## config.mk

```make
export PLATFORM = sky130hd
export DESIGN_NAME = mem_access_unit
export DESIGN_NICKNAME = d
export VERILOG_FILES = /design/src/rtl/mem_access_unit.sv
export SDC_FILE = /design/constraint.sdc
export NUM_CORES = 1
export LEC_CHECK = 0
export ABC_AREA = 1
export BUFFER_PORTS_ARGS = -buffer_cell sky130_fd_sc_hd__buf_4
export CAP_MARGIN = 10
export CORE_ASPECT_RATIO = 0.8
export CORE_MARGIN = 1.5
export CORE_UTILIZATION = 38
export DETAILED_ROUTE_END_ITERATION = 12
export PLACE_DENSITY = 0.7
export SETUP_SLACK_MARGIN = 0.15
export SYNTH_ARGS = -nofsm -noshare
export SYNTH_HDL_FRONTEND = slang
export SYNTH_SLANG_ARGS = --single-unit
```

## constraint.sdc

```tcl
create_clock -name clk -period 5.22 [get_ports clk]
set_clock_uncertainty 0.1 [all_clocks]
set_input_delay 0.522 -clock clk [delete_from_list [all_inputs] [get_ports clk]]
set_output_delay 0.522 -clock clk [all_outputs]
set_load 0.005 [all_outputs]
```

## src/rtl/mem_access_unit.sv

```systemverilog
// Load/store unit between the pipeline and a single-cycle data RAM.
// One op in flight: IDLE -> ACCESS -> RESP, with early RESP for misaligned or illegal ops.
module mem_access_unit #(
    parameter bit CHECK_ALIGN = 1'b1
) (
    input  logic        clk,
    input  logic        rst,
    input  logic        req_valid,
    output logic        req_ready,
    input  logic [3:0]  req_op,
    input  logic [31:0] req_addr,
    input  logic [31:0] req_wdata,
    input  logic        flush,
    output logic        resp_valid,
    input  logic        resp_ready,
    output logic [31:0] resp_rdata,
    output logic        resp_ale,
    output logic        ram_en,
    output logic        ram_write_en,
    output logic        ram_read_en,
    output logic [31:0] ram_addr,
    output logic [3:0]  ram_select,
    output logic [31:0] ram_wdata,
    input  logic [31:0] ram_rdata
);

    typedef enum logic [1:0] {StIdle, StAccess, StResp} state_e;

    localparam logic [1:0] SzB = 2'd0;
    localparam logic [1:0] SzH = 2'd1;
    localparam logic [1:0] SzW = 2'd2;

    state_e      state_q;
    logic [3:0]  op_q;
    logic [31:0] addr_q;
    logic [31:0] wdata_q;
    logic [31:0] rdata_q;
    logic        ale_q;

    function automatic logic op_legal(input logic [3:0] op);
        logic res;
        case (op)
            4'b0000, 4'b0001, 4'b0010, 4'b0011, 4'b0100,
            4'b1000, 4'b1001, 4'b1010: res = 1'b1;
            default:                   res = 1'b0;
        endcase
        return res;
    endfunction

    function automatic logic [1:0] op_size(input logic [3:0] op);
        logic [1:0] res;
        case (op)
            4'b0000, 4'b0011, 4'b1000: res = SzB;
            4'b0001, 4'b0100, 4'b1001: res = SzH;
            default:                   res = SzW;
        endcase
        return res;
    endfunction

    logic [1:0]  req_size;
    logic        req_legal;
    logic        req_misaligned;
    logic [31:0] req_addr_eff;

    always_comb begin
        req_size       = op_size(req_op);
        req_legal      = op_legal(req_op);
        req_misaligned = CHECK_ALIGN && req_legal &&
                         (((req_size == SzH) && req_addr[0]) ||
                          ((req_size == SzW) && (req_addr[1:0] != 2'b00)));
        // Without alignment checking, sub-word alignment of H/W ops is simply dropped.
        req_addr_eff   = (!CHECK_ALIGN && (req_size != SzB)) ? {req_addr[31:2], 2'b00}
                                                              : req_addr;
    end

    assign req_ready = (state_q == StIdle) && !flush && !rst;

    logic        is_access;
    logic        is_store;
    logic [1:0]  size_q;
    logic [3:0]  lane_mask;
    logic [31:0] lane_wdata;
    logic [31:0] shifted;
    logic [15:0] half;
    logic [31:0] load_data;

    always_comb begin
        is_access = (state_q == StAccess);
        is_store  = op_q[3];
        size_q    = op_size(op_q);

        lane_mask  = 4'b1111;
        lane_wdata = wdata_q;
        if (size_q == SzB) begin
            lane_mask  = 4'b0001 << addr_q[1:0];
            lane_wdata = {4{wdata_q[7:0]}};
        end else if (size_q == SzH) begin
            lane_mask  = addr_q[1] ? 4'b1100 : 4'b0011;
            lane_wdata = {2{wdata_q[15:0]}};
        end

        shifted = ram_rdata >> {addr_q[1:0], 3'b000};
        half    = addr_q[1] ? ram_rdata[31:16] : ram_rdata[15:0];
        case (op_q)
            4'b0000: load_data = {{24{shifted[7]}}, shifted[7:0]};
            4'b0011: load_data = {24'h0, shifted[7:0]};
            4'b0001: load_data = {{16{half[15]}}, half};
            4'b0100: load_data = {16'h0, half};
            4'b0010: load_data = ram_rdata;
            default: load_data = 32'h0;
        endcase

        ram_en       = is_access;
        ram_write_en = is_access && is_store;
        ram_read_en  = is_access && !is_store;
        ram_addr     = is_access ? addr_q : 32'h0;
        ram_select   = is_access ? lane_mask : 4'h0;
        ram_wdata    = (is_access && is_store) ? lane_wdata : 32'h0;
    end

    assign resp_valid = (state_q == StResp);
    assign resp_rdata = rdata_q;
    assign resp_ale   = ale_q;

    always_ff @(posedge clk or posedge rst) begin
        if (rst) begin
            state_q <= StIdle;
            op_q    <= 4'h0;
            addr_q  <= 32'h0;
            wdata_q <= 32'h0;
            rdata_q <= 32'h0;
            ale_q   <= 1'b0;
        end else begin
            case (state_q)
                StIdle: begin
                    if (req_valid && req_ready) begin
                        op_q    <= req_op;
                        addr_q  <= req_addr_eff;
                        wdata_q <= req_wdata;
                        rdata_q <= 32'h0;
                        if (!req_legal) begin
                            ale_q   <= 1'b0;
                            state_q <= StResp;
                        end else if (req_misaligned) begin
                            ale_q   <= 1'b1;
                            state_q <= StResp;
                        end else begin
                            ale_q   <= 1'b0;
                            state_q <= StAccess;
                        end
                    end
                end
                StAccess: begin
                    // RAM strobes already issued this cycle; flush only drops the result.
                    if (flush) begin
                        state_q <= StIdle;
                    end else begin
                        rdata_q <= load_data;
                        state_q <= StResp;
                    end
                end
                StResp: begin
                    if (flush || resp_ready) begin
                        rdata_q <= 32'h0;
                        ale_q   <= 1'b0;
                        state_q <= StIdle;
                    end
                end
                default: state_q <= StIdle;
            endcase
        end
    end

endmodule

```

# --- Word-level counts from Yosys, hierarchy flattened ---
# Memory sizes are Yosys's and may differ from the RTL's.
# Index checks and enable logic that the tools add are counted.
op_classes:
  eq_ne: 19
  shift: 2
  muxes: 27
  n_reduce_logical: 28
ops:
  columns: ["cell", "count"]
  rows:
  - ["2-to-1 mux 32 bit", 7]
  - ["one-hot mux 32 bit (5 select lines)", 1]
  - ["one-hot mux 32 bit (3 select lines)", 1]
  - ["right shift 32 x 5 -> 8 bit", 1]
  - ["== test 4 bit, second input constant", 4]
  - ["2-to-1 mux 16 bit", 1]
  - ["2-to-1 mux 4 bit", 4]
  - ["== test 4 x 2 -> 1 bit, second input constant", 3]
  - ["OR reduction 3 bit", 4]
  - ["2-to-1 mux 2 bit", 5]
  - ["== test 4 x 1 -> 1 bit, second input constant", 2]
  - ["== test 4 x 3 -> 1 bit, second input constant", 2]
  - ["logical AND 1 bit", 8]
  - ["logical NOT 4 bit", 2]
  - ["one-hot mux 2 bit (2 select lines)", 2]
  - ["== test 2 x 1 -> 1 bit, second input constant", 3]
  - ["one-hot mux 2 bit (3 select lines)", 1]
  - ["== test 2 bit, second input constant", 2]
  - ["logical NOT 2 bit", 2]
  - ["2-to-1 mux 1 bit", 4]
  - ["!= test 2 x 1 -> 1 bit, second input constant", 2]
  - ["AND reduction 2 bit", 2]
  - ["AND reduction 4 bit", 1]
  - ["nonzero test 2 bit", 2]
  - ["7 further kinds", 10]
word_totals:
  ff_bits: 103
  romBits: 16
  input_bits: 105
  out_inout_bits: 106
  elab_cells: 83
  memories: 1
memory_table:
  columns: ["name", "words", "word_bits", "read_ports", "rd_ports_with_merged_regs", "wr", "line_no", "text"]
  rows:
  - ["(name not given)", 16, 1, 1, 0, 0, "42", "case (op)"]

# --- Depth between registers and ports, before layout ---
depth:
  ltp_word: 11
  mapped_depth: 11
  ltp_nobuf: 11

# --- Worst setup path after synthesis ---
# Ideal clock, no wire load.
synth_path:
  path_kind: "input to register"
  start: "input port rst"
  end: "register rdata_q[16] (netlist: resp_rdata[16])"
  setup_ns: 0.066
  arrival_ns: 3.845
  t_required_ns: 5.054
  setup_slack_ns: 1.210
  stages: 8
  path_buffers: 1
  path_cell_list: "inv_1 > nand4_2 > nand2_1 > o211ai_2 > nor2_4 > buf_4 > nand2_1 > nand2_1"
synth_between:
  elab_chain_cells: 5
synth_rtl:
  columns: ["item", "line_no", "text"]
  rows:
  - ["start, declared", "7", "input logic rst,"]
  - ["logical NOT 1 bit (no source line)", null, null]
  - ["logical AND 1 bit", "76", "assign req_ready = (state_q == StIdle) && !flush && !rst;"]
  - ["logical AND 1 bit", "136", "if (req_valid && req_ready) begin"]
  - ["!= test 2 x 1 -> 1 bit (no source line)", null, null]
  - ["AND reduction 4 bit (no source line)", null, null]
  - ["end signal, assigned", "158", "rdata_q <= load_data;"]
  - ["end, declared", "37", "logic [31:0] rdata_q;"]
# Every way passes these cells.
# A chain may end at the register's enable or synchronous reset.

# --- Worst setup path in the final report ---
layout_path:
  start: "register op_q[3]"
  end: "output port ram_select[2]"
layout_between:
  elab_chain_cells: 7
  elab_cells_between_ends: 14
  classes_between: "eq/ne: 6; mux: 4; reduce/logical: 4"
layout_rtl:
  columns: ["item", "line_no", "text"]
  rows:
  - ["start, declared", "34", "logic [3:0] op_q;"]
  - ["start signal, assigned", "137", "op_q <= req_op;"]
  - ["== test 4 x 3 -> 1 bit, or another cell as far along", "52", "case (op)"]
  - ["OR reduction 3 bit", "52", null]
  - ["one-hot mux 2 bit (2 select lines) *", "52", null]
  - ["== test 2 x 1 -> 1 bit", "97", "end else if (size_q == SzH) begin"]
  - ["2-to-1 mux 4 bit", "97", null]
  - ["2-to-1 mux 4 bit *", "94", "if (size_q == SzB) begin"]
  - ["2-to-1 mux 4 bit *", "117", "ram_select = is_access ? lane_mask : 4'h0;"]
  - ["end, declared", "22", "output logic [3:0] ram_select,"]
# Mark *: on every way between the ends. The rest lies on a longest branch, timed or not.

==> results <==
- The run finished with clean final reports.
- The total die area is 15380 um2.
- The worst-case vdd ir drop is 200.4 uV.
- The layout cell share with drive strength beyond 1 is 0.2889.
- The type of origin of the critical path is a register.
- The via count of the first global-routing pass is 5221.
- The sink count of the clock tree is 103.
- The number of H-tree levels is 3.
- The slack of the worst reg-to-reg path is 2.25 ns.
- For the worst flop-to-flop path, the logic depth is 9.
- The total routing usage reported by global routing is 0.2208.
- In the final routed layout, each cell accounts on average for 15.21 um.
- The peak fanout along the critical path is 20.
- After synthesis, the netlist uses 32 different library cells.
- The worst hold path class is input port to asynchronous set/reset pin.
- The worst slew slack as a fraction of its limit is 0.2472.
- The slew at the pin with the worst max-slew slack is 1.129 ns.
- The I/O pin total is 211.
- The half-perimeter wire length of the detailed placement result is 12.34 mm.
- After detailed routing, the met3 layer carries 1.431 mm of wire.
- After clock tree synthesis, the setup repair step added 0 buffers.
- The final antenna-violating net count is 0.
- The initial utilization of the core area, before any placement, comes to 0.3891.
- The clock slew seen by the registers of the worst setup and hold paths is 0.08 ns.
- Wire segments on met2 add up to 7.686 mm in the final route.
- After clock tree synthesis, the flow added hold-fix buffers numbering 0.
- After synthesis, the mean cell area works out to 7.417 um2.
- The number of antenna violations at the first check in global routing is 0.
- The width of the chip is 138.3 um.
- The tree is rooted in a clkbuf_16.
- The total standard cell area after synthesis is 5563 um2.
- The first global-routing pass estimated 27.32 mm of wire.
- The smallest clock period supported by the final layout is computed as 3.636 ns.
- The net count reported at finish is 1038.
- The detailed router finished its first iteration with 408 violations.
- The total iterations of the first detailed-routing run is 5.
- After floorplanning, the core was sized to cover 14300 um2.
- The average via count per standard cell is 4.939.
- The synthesis warning total is 0.
- The repair_antennas step left the layout with diodes totalling 0.
- The worst register-to-register path begins at addr_q[1].
- After layout, the worst setup slack is 1.584 ns.
- The count of vias placed by the detailed router is 5542.
- The floorplan has 39 rows.
- Summed over all layers, the global routing overflow is 0.
- TritonCTS built the clock tree.
- The area after detailed placement is 7208 um2.
- At the worst endpoint, the required time is 4.60 ns.
- In the final routing, the length of wire on met1 measures 7.647 mm.
- The number of gates resized after cts is 0.
- The number of max-cap violations is 0.
- The max-slew violation total from the final report came to 0.
- Setup violations remaining at the end of the flow were counted as 0.
- Setup repair after global routing left no endpoint under its margin.
- The floorplan die height is 111.2 um.
- Data arrives at the worst endpoint at 3.01 ns.
- Entering global routing, the biggest net connects 115 pins.
- Summing all non-filler instances in the final layout gives an area of 7525 um2.
- Setup total negative slack on the finished layout was measured at 0 ns.
- The areal power density over the cells is 403.0 nW/um2.
- The leakage power of the design is 4.196 nW.
- For this run, design rule violations remaining after detail routing come to 0.
- The buffer depth of the longest clock path is 2.
- For this run, the top clock speed supported by timing is 275.0 MHz.
- Of the synthesized area, sequential elements account for 0.4633.
- During placement, the flow inserted port buffers numbering 210.
- The critical path is of the register to output pin type.
- The final estimated routing congestion in global placement is 0.9193.
- Counting flops and latches in the post-synthesis netlist gives 103.
- The synthesized netlist net count is 855.
- STA classifies the critical path endpoint as an output pin.
- The final wirelength is 17.06 mm.
- The later pin in the worst-skew pair is clocked with a latency of 0.35 ns.
- The endpoint identified for the worst register-to-register timing path is resp_rdata[28].
- Relative to the synthesized area, the layout overhead comes to 35.27%.
- After detailed routing, no signal wire sits above met4.
- The synthesized instance count is 750.
- Timing analysis after detailed placement gives a worst setup slack of 1.983 ns.
- The final hold violation count was 0.
- TritonCTS created 9 clock buffers.
- The final clock period utilization by the worst path is 0.6966.
[layout make-up]
cell class | count | area, um2
inverters | 66 | 250.2
flip-flops and latches | 103 | 2577
multi-input cells | 540 | 2551
clock buffers | 9 | 225.2
clock inverters | 7 | 91.34
fillers | 1407 | 6773
well taps | 184 | 230.2
repair buffers | 213 | 1599
[state kept, by name (all words and copies together), names as in the netlist]
register    cells
state_q         2
wdata_q        32
resp_ale        1
resp_rdata     32
addr_q         32
op_q            4
[synth_stat cells]
| library cell | number | area (um2) |
|---|---|---|
| nand2_1 | 234 | 878.3 |
| nor2_1 | 107 | 401.6 |
| dfrtp_1 | 103 | 2577 |
| inv_1 | 62 | 232.7 |
| a21oi_1 | 55 | 275.3 |
| nand3_1 | 45 | 225.2 |
| mux2_2 | 24 | 270.3 |
| buf_2 | 20 | 100.1 |
| o21ai_0 | 20 | 100.1 |
| clkbuf_1 | 13 | 48.80 |
| o211ai_1 | 11 | 82.58 |
| nor3_1 | 8 | 40.04 |
| a22oi_1 | 6 | 45.04 |
| or2_2 | 6 | 37.54 |
| a31oi_1 | 5 | 31.28 |
| buf_4 | 4 | 30.03 |
| buf_1 | 3 | 11.26 |
| nor2_2 | 3 | 18.77 |
| nor2_4 | 3 | 33.78 |
| clkinv_1 | 2 | 7.510 |
| inv_2 | 2 | 7.510 |
| mux2i_1 | 2 | 20.02 |
| nand4_1 | 2 | 12.51 |
| o21ai_1 | 2 | 10.01 |
| clkbuf_2 | 1 | 5.000 |
| nand2_2 | 1 | 6.260 |
| nand4_2 | 1 | 12.51 |
| nor4_1 | 1 | 6.260 |
| o211ai_2 | 1 | 12.51 |
| o21a_1 | 1 | 7.510 |
| or2_1 | 1 | 6.260 |
| xnor2_1 | 1 | 8.760 |
[worst max-delay path by stage]
stage                        from  depth (start not counted)             end  slack, ns
after detailed placement  op_q[3]                          7   ram_select[2]       1.98
after global placement    op_q[3]                          7   ram_wdata[13]       2.07
after CTS                 op_q[3]                          7   ram_select[2]       1.61
after floorplan               rst                          8  resp_rdata[16]       1.21
final                     op_q[3]                          7   ram_select[2]       1.58
after global routing      op_q[3]                          7   ram_wdata[13]       1.34
[cells by family after synthesis]
family                    synth area share
buffers and inverters              0.07962
xor gates and xnor gates          0.001575
and+or+nand+nor                     0.3018
muxes                              0.05218
DFF                                 0.4633
AOI/OAI and AO/OA                   0.1014
[power breakdown]
| group | total (mW) | switching, mW | internal [mW] | leakage [nW] |
|---|---|---|---|---|
| clock | 0.725 | 0.340 | 0.385 | 0.157 |
| sequential | 1.18 | 0.164 | 1.02 | 1.25 |
| combinational | 1.12 | 0.698 | 0.425 | 2.79 |
[metal layers]
metal	GRT usage	vias to the layer above
met3	0.07127	23
met1	0.2945	2566
met5	0	-
met4	0.05825	0
li1	-	2745
met2	0.3463	208
[metrics by stage]
stage	utilization	hold slack [ns]	std cells	power [mW]
after global routing	0.5263	0.1215	1122	3.256
after CTS	0.5263	0.1058	1122	3.043
after global placement	0.5042	0.3665	1106	2.301
after floorplan	-	0.3724	750	1.995
after detailed placement	0.5042	0.3704	1106	2.314
final	0.5263	0.09423	1122	3.033
[cells in the final DEF (no fill, tap or decap), types with 2 or more instances in the layout]
cell and n:
a31oi_1 5, mux2_2 24, nor2_1 107, nor2_2 3, clkbuf_16 9, nand3_1 45
nand4_1 2, or2_2 6, mux2i_1 2, o21ai_0 20, inv_2 2, a22oi_1 6
nor3_1 8, inv_1 61, a21oi_1 55, inv_8 2, clkinv_1 2, o21ai_1 2
buf_4 213, o211ai_1 11, dfrtp_1 103, nand2_1 234, nor2_4 3
[critical path, cell delays in order, from the launching register on]
cell      delay [ns]
dfrtp_1         0.41
nor2_1          0.54
nand3_1         0.18
nand2_1         0.60
clkinv_1        0.50
nor2_1          0.22
nor2_1          0.07
buf_4           0.14
Power figures use the tool's default switching activity.
